`src/rtl/dff_bist_ctrl.sv`:
```
// Built-in self-test controller for one D flip-flop: walks a bit pattern through D,
// checks Q one cycle later, then proves the flop's synchronous reset and reports pass/fail.
module dff_bist_ctrl #(
  parameter int          PAT_LEN = 8,
  parameter logic [31:0] PATTERN = 32'h0000_00B4,
  parameter int          RST_CYC = 2,
  parameter int          ERR_W   = 4
) (
  input  logic             CLK,
  input  logic             n_res,
  input  logic             start,
  input  logic             q_in,
  output logic             d_out,
  output logic             dut_n_res,
  output logic             busy,
  output logic             done,
  output logic             pass,
  output logic [ERR_W-1:0] err_cnt,
  output logic [2:0]       state_dbg
);

  typedef enum logic [2:0] {
    IDLE     = 3'd0,
    DRIVE    = 3'd1,
    CHECK    = 3'd2,
    RST_HOLD = 3'd3,
    RST_CHK  = 3'd4,
    RELEASE  = 3'd5,
    FIN      = 3'd6
  } state_t;

  localparam logic [4:0]       LAST_STEP = 5'(PAT_LEN - 1);
  localparam logic [7:0]       HOLD_LAST = 8'(RST_CYC - 2);
  localparam logic [ERR_W-1:0] ERR_MAX   = '1;

  state_t           state, state_nxt;
  logic [4:0]       step, step_nxt;
  logic [7:0]       hold, hold_nxt;
  logic             d_nxt, nres_nxt, busy_nxt, done_nxt, pass_nxt;
  logic [ERR_W-1:0] err_nxt;
  logic             accept;
  logic             mismatch;

  // A start coinciding with the done pulse is dropped so the result stays visible for a cycle.
  assign accept    = (state == IDLE) && start && !done;
  assign state_dbg = state;

  // Unknown Q must count as a failure, hence the case-inequality compares.
  always_comb begin
    mismatch = 1'b0;
    if (state == CHECK)
      mismatch = (q_in !== PATTERN[step]);
    else if (state == RST_CHK)
      mismatch = (q_in !== 1'b0);
  end

  always_ff @(posedge CLK) begin
    if (!n_res) begin
      state     <= IDLE;
      step      <= '0;
      hold      <= '0;
      d_out     <= 1'b0;
      dut_n_res <= 1'b0;
      busy      <= 1'b0;
      done      <= 1'b0;
      pass      <= 1'b0;
      err_cnt   <= '0;
    end else begin
      state     <= state_nxt;
      step      <= step_nxt;
      hold      <= hold_nxt;
      d_out     <= d_nxt;
      dut_n_res <= nres_nxt;
      busy      <= busy_nxt;
      done      <= done_nxt;
      pass      <= pass_nxt;
      err_cnt   <= err_nxt;
    end
  end

  always_comb begin
    state_nxt = state;
    step_nxt  = step;
    hold_nxt  = hold;
    case (state)
      IDLE: begin
        if (accept) begin
          state_nxt = DRIVE;
          step_nxt  = '0;
        end
      end
      DRIVE:   state_nxt = CHECK;
      CHECK: begin
        if (step == LAST_STEP) begin
          state_nxt = RST_HOLD;
          hold_nxt  = '0;
        end else begin
          state_nxt = DRIVE;
          step_nxt  = step + 5'd1;
        end
      end
      RST_HOLD: begin
        if (hold == HOLD_LAST)
          state_nxt = RST_CHK;
        else
          hold_nxt = hold + 8'd1;
      end
      RST_CHK: state_nxt = RELEASE;
      RELEASE: state_nxt = FIN;
      FIN:     state_nxt = IDLE;
      default: state_nxt = IDLE;
    endcase
  end

  // Registered outputs are loaded from the state being entered, so D is stable for the
  // whole DRIVE cycle and the flop captures it on the edge leaving DRIVE.
  always_comb begin
    d_nxt    = 1'b0;
    nres_nxt = 1'b1;
    case (state_nxt)
      DRIVE:            d_nxt = PATTERN[step_nxt];
      CHECK:            d_nxt = d_out;
      RST_HOLD,
      RST_CHK: begin
        d_nxt    = 1'b1;
        nres_nxt = 1'b0;
      end
      default: begin
        d_nxt    = 1'b0;
        nres_nxt = 1'b1;
      end
    endcase

    busy_nxt = (state_nxt != IDLE);
    done_nxt = (state == FIN);

    pass_nxt = pass;
    if (accept)
      pass_nxt = 1'b0;
    else if (state == FIN)
      pass_nxt = (err_cnt == '0);

    err_nxt = err_cnt;
    if (accept)
      err_nxt = '0;
    else if (mismatch && (err_cnt != ERR_MAX))
      err_nxt = err_cnt + 1'b1;
  end

endmodule

```
`config.mk`:
```
export PLATFORM = sky130hd
export DESIGN_NAME = dff_bist_ctrl
export DESIGN_NICKNAME = d
export VERILOG_FILES = /design/src/rtl/dff_bist_ctrl.sv
export SDC_FILE = /design/constraint.sdc
export NUM_CORES = 1
export LEC_CHECK = 0
export ABC_AREA = 1
export CAP_MARGIN = 20
export CORE_UTILIZATION = 50
export DETAILED_ROUTE_END_ITERATION = 8
export GPL_TIMING_DRIVEN = 0
export PLACE_DENSITY = 0.69
export SYNTH_ARGS = -nofsm -noshare
export SYNTH_HDL_FRONTEND = slang
export SYNTH_SLANG_ARGS = --single-unit
```
`constraint.sdc`:
```
create_clock -name CLK -period 1.7 [get_ports CLK]
set_input_delay 0.17 -clock CLK [delete_from_list [all_inputs] [get_ports CLK]]
set_output_delay 0.17 -clock CLK [all_outputs]
set_load 0.01 [all_outputs]
```
---- Yosys cells after proc, flatten, opt, wreduce, memory -nomap -nowiden ----
Memories as Yosys holds them, arrays and structs flattened. A register that Yosys moved wholly into a read port is not among the register bits.
Index checks and enable logic that the tools add are counted.
operators by class
  add/sub/neg operators ................... 3
  magnitude comparators ................... 2
  eq/ne operators ......................... 16
  multiplexer cells ....................... 17
  bitwise operators ....................... 1
  reduce and logical (&&, ||, !) cells .... 12
operators with widths
  cell                                                                  number
  3-bit case mux with 6 select lines                                    1
  8-bit two-way mux                                                     2
  8-bit case mux with 2 select lines                                    1
  5-bit two-way mux                                                     3
  3-bit by 2-bit == test with 1-bit output, second input constant       4
  3-bit == test, second input constant                                  4
  5-bit by 6-bit < comparator with 1-bit output, second input constant  2
  5-bit case mux with 2 select lines                                    1
  8-bit by 1-bit adder with 8-bit output, second input constant         1
  8-bit logical NOT                                                     1
  3-bit by 1-bit == test with 1-bit output, second input constant       2
  3-bit two-way mux                                                     2
  5-bit by 1-bit adder with 5-bit output, second input constant         1
  5-bit by 3-bit == test with 1-bit output, second input constant       1
  1-bit two-way mux                                                     5
  4-bit by 1-bit adder with 4-bit output, second input constant         1
  4-bit logical NOT                                                     1
  4-bit inequality test, second input constant                          1
  2-bit OR reduction                                                    2
  1-bit logical AND                                                     3
  3-bit logical NOT                                                     1
  1-bit case mux with 3 select lines                                    1
  3-bit AND reduction                                                   1
  3-bit nonzero test                                                    1
  other kinds (8)                                                       8
word-level totals
  flip-flop bits (word level) ............. 25
  ROM bits ................................ 64
  output and inout port bits .............. 12
  logic and storage cells ................. 62
  memories ................................ 2
memory list
  memory           words  bits a word  rd ports  clocked after memory_dff  write ports  RTL line  RTL
  (no name shown)  32     1            1         0                         0            121       DRIVE: d_nxt = PATTERN[step_nxt];
  (no name shown)  32     1            1         1                         0            52        mismatch = (q_in !== PATTERN[step]);

---- Longest topological paths before layout ----
  word-level depth ........................ 8
  gate-level depth with buffers ........... 12

---- Worst setup path after synthesis ----
OpenSTA, ideal clock, no wires.
  path type ............................... register to register
  from .................................... reg step[0]
  to ...................................... reg hold[2]
  arrival time ............................ 1.310 ns
  required time ........................... 1.628 ns
  slack ................................... 0.318 ns
  stages on the path, launching flop included .. 10
  path buffers ............................ 0
  period minus slack after synthesis ...... 1.382 ns
  cell sequence ........................... dfxtp_1 ha_1 nand2_1 inv_2 nand2_1 nor2_1 nor2_8 inv_2 nand2_1 a21oi_1
between the ends
  longest elaborated chain between the ends .. 3
ends and longest elaborated chain
  what                                                        RTL line  RTL
  from (decl)                                                 37        logic [4:0] step, step_nxt;
  from (signal assigned)                                      70        step <= step_nxt;
  5-bit by 3-bit == test with 1-bit output                    94        if (step == LAST_STEP) begin
  2-bit by 1-bit inequality test with 1-bit output (no line)  -
  3-bit AND reduction (no line)                               -
  to (signal assigned)                                        71        hold <= hold_nxt;
  to (decl)                                                   38        logic [7:0] hold, hold_nxt;
Every way passes these cells.
A chain may end at the register's enable or synchronous reset.

---- Worst setup path in the final report ----
  from .................................... reg state[2], in the netlist state_dbg[2]
  to ...................................... out state_dbg[2]
RTL lines
  what                    RTL line  RTL
  from (decl)             36        state_t state, state_nxt;
  from (signal assigned)  69        state <= state_nxt;
  to (decl)               19        output logic [2:0] state_dbg
No word-level cell between the ends.

==> results.md <==
* Num ports at 16
* CTS max path bufs at 2
* Pre-antenna DRT Iters at 4
* CP Class: reg -> out
* Reg2Reg Setup Slack at 170 ps
* Synth Register Bits at 26
* Die height at 54.7 µm
* Min Tclk post-route at 1630 ps
* Reg power frac at 53.3%
* Starting Density at 54.5%
* Vias at 1,297
* DRC Markers at 0
* CP max stage cell: clkdlybuf4s50_1
* Worst hold endpoint: hold[0]
* Worst-margin pin slew at 473 ps
* Slowest cell delay on critical path at 600 ps
* Status: completed
* Hold_sp: hold[0]
* Clock tree from TritonCTS: built
* Crit Path Max Fanout at 7
* # rows at 18
* Area after DPL at 1570 µm²
* Leak at 0.704 nW
* NumNets Final at 227
* Internal Power at 0.918 mW
* Critical path arrival at 1460 ps
* Per-cell routed wire length at 12.2 µm
* Clk pin slew, worst setup/hold paths at 150 ps
* Syn_nets at 204
* WL final at 3020 µm
* Slew HR at 68.5%
* NetSw at 0.280 mW
* Max Clock Skew at 12.6 ps
* Reg-to-Reg End: d_out
* Hold WC Path Type: reg -> reg
* Count of input and output buffers at 15
* Netlist cell types at 31
* CTS Buf Count at 3
* Slew Viols, Final at 0
* Gr usage total at 22.9%
* Logic pwr share at 11.0%
* Hold Buf Count CTS at 0
* Root Buffer: clkbuf_4
* Final setup margin at 66.6 ps
* Hold Vio Cnt, Final at 0
* Post-Synthesis Cells at 195
* Avg Inst Size Synth at 7.11 µm²
* HPWL after DPL at 2260 µm
* CP Buf/Inv Count at 1
* GRT met1 Usage at 31.8%
* Crit path max-delay family: buffers and inverters
* Worst-Skew Late Latency at 330 ps
* Max-cap violations at 0
* GRT busiest layer: met2
* GR Util met3 at 5.83%
* Tcrit/Tclk final at 96.1%
* Met2 Resource Use GR at 35.1%
* Iteration-0 DRC Markers at 29
* Critical Path End Type: output port
* Antenna fix cells at 0
* Fmax at 612 MHz
* Vias in the first global route at 1,087
* Register area share after synthesis at 37.5%
* CP cell instances: clkdlybuf4s50_1
* PwrDens at 718 nW/µm²
* Final setup vio count at 0
* Cell area after synthesis at 1390 µm²
* Critical Path Source Type: register
* Die Wd at 54.7 µm
* R2R Path Start: state_dbg[2]
* Routed vias/inst at 5.25
* Area grow syn2layout at 20.4%
* First-pass GRT wire length at 4820 µm
* Initial antenna violation count at 0
* Switching share of power at 23.4%
* # fillers at 239
* Placer Congestion at 0.865
* Final design instance area without fill at 1670 µm²
* Die footprint at 2990 µm²
* TritonCTS sink count at 26
* Htree depth at 1
* Fraction of layout cells with a size suffix above 1 at 16.6%
* Synth warn at 0
* Pin count of the biggest net entering global routing at 16
* Post-route ant nets at 0
* Clock power share at 35.8%
* Crit path depth at 1
* WHS Path Cells at 1
* Grt ovf at 0
* VDD IR-drop max at 772 µV
* Reg2reg path depth at 10
* Crit path required time at 1530 ps
* Core outline area at 2540 µm²
* Dpl ws at -32.4 ps
## timing repair
item,in CTS,in global routing
hold endpoints to repair,0,0
setup buffers,0,3
setup endpoints to repair,0,6
gates resized for setup,0,9
## sequential cells by signal (all words and copies together) (netlist names), named ones only
signal	count
d_out	1
step	5
dut_n_res	1
done	1
pass	1
state_dbg	3
err_cnt	4
busy	1
hold	8
## cell usage after synthesis
cell type,number,share of area (%)
nand2_1,45,12
dfxtp_1,26,38
nor2_1,24,6.5
inv_1,19,5.1
a21oi_1,17,6.1
nand3_1,15,5.4
inv_2,8,2.2
ha_1,5,4.5
nand4_1,5,2.3
o21ai_0,4,1.4
nor2_4,3,2.4
or2_2,3,1.4
or2_1,2,0.90
xor2_1,2,1.3
a22oi_1,1,0.54
a31o_2,1,0.63
clkbuf_1,1,0.27
clkinv_1,1,0.27
nand2_2,1,0.45
nand2_4,1,0.81
nand3b_1,1,0.54
nor2_2,1,0.45
nor2_8,1,1.4
nor3_1,1,0.36
nor3b_1,1,0.54
nor4_1,1,0.45
nor4_4,1,1.5
o21ai_1,1,0.36
o22ai_2,1,0.90
o31ai_1,1,0.54
xnor2_1,1,0.63
## power groups by stage
stage,sequential (mW),combinational [mW],clock (mW)
floorplan,0.656,0.0670,0
global placement,0.651,0.121,0
detailed placement,0.652,0.123,0
CTS,0.639,0.123,0.440
finish,0.638,0.131,0.428
global route,0.641,0.148,0.455
## per-layer routing
| metal | routed length (µm) | share of wire (%) |
|---|---|---|
| met1 | 1500 | 50 |
| met2 | 1350 | 45 |
| met3 | 144 | 4.8 |
| met4 | 20 | 0.66 |
| met5 | 0 | 0 |
## cells by family (layout without fill, tap and decap cells)
kind of cell | after synthesis | in the layout | share of synthesized area [%]
compound gates | 26 | 26 | 10.6
flops | 26 | 26 | 37.5
buf+inv | 29 | 51 | 7.85
simple gates | 106 | 106 | 37.6
xor+xnor | 3 | 3 | 1.90
fa+ha+maj | 5 | 5 | 4.51
## layout make-up
type / count / area [µm²] / area share (%)
Clock buffer: 3 / 22.5 / 1.35
Buffer: 1 / 3.75 / 0.225
Clock inverter: 1 / 30.0 / 1.80
Tap cell: 30 / 37.5 / 2.25
Sequential cell: 26 / 527 / 31.6
Inverter: 28 / 105 / 6.30
Timing Repair Buffer: 18 / 173 / 10.3
Multi-Input combinational cell: 140 / 771 / 46.2
## through the flow
stage,power (mW),std cells,util (%),TNS (ps),hold slack [ps]
after floorplan,0.723,195,-,0,273
after global placement,0.772,240,61.8,0,471
after detailed placement,0.775,240,61.8,-32.4,490
after CTS,1.20,244,63.9,0,507
after global routing,1.24,247,65.6,-45.5,534
final,1.20,247,65.6,0,507
## worst max-delay path by stage
| stage | startpoint | endpoint | slack (ps) |
|---|---|---|---|
| global placement | start | d_out | 20 |
| detailed placement | start | d_out | -30 |
| finish | state_dbg[2] | state_dbg[2] | 70 |
| global route | step[0] | d_out | -50 |
| CTS | state_dbg[1] | state_dbg[1] | 40 |
| floorplan | step[0] | hold[2] | 320 |
## cell usage in the layout, fill, tap and decap left out
cell type	n
buf_4	3
dfxtp_4	1
nor2_1	23
o22ai_2	1
nand2_4	1
o21ai_0	4
clkbuf_1	1
nand2_2	4
nor2_8	1
inv_2	8
ha_1	5
xor2_1	2
nor2_4	3
nand2_1	42
a22oi_1	1
o31ai_1	1
xnor2_1	1
nand3_1	15
clkbuf_4	3
nor3_1	1
clkdlybuf4s50_1	15
dfxtp_1	23
nor4_4	1
dfxtp_2	2
nor4_1	1
bufinv_16	1
nor2_2	2
nor3b_1	1
or2_2	3
o21ai_1	1
nand3b_1	1
inv_1	19
nand4_1	5
a21oi_2	1
a31o_2	1
clkinv_1	1
a21oi_1	16
or2_1	2
No activity file was read; power rests on OpenSTA's default activity.
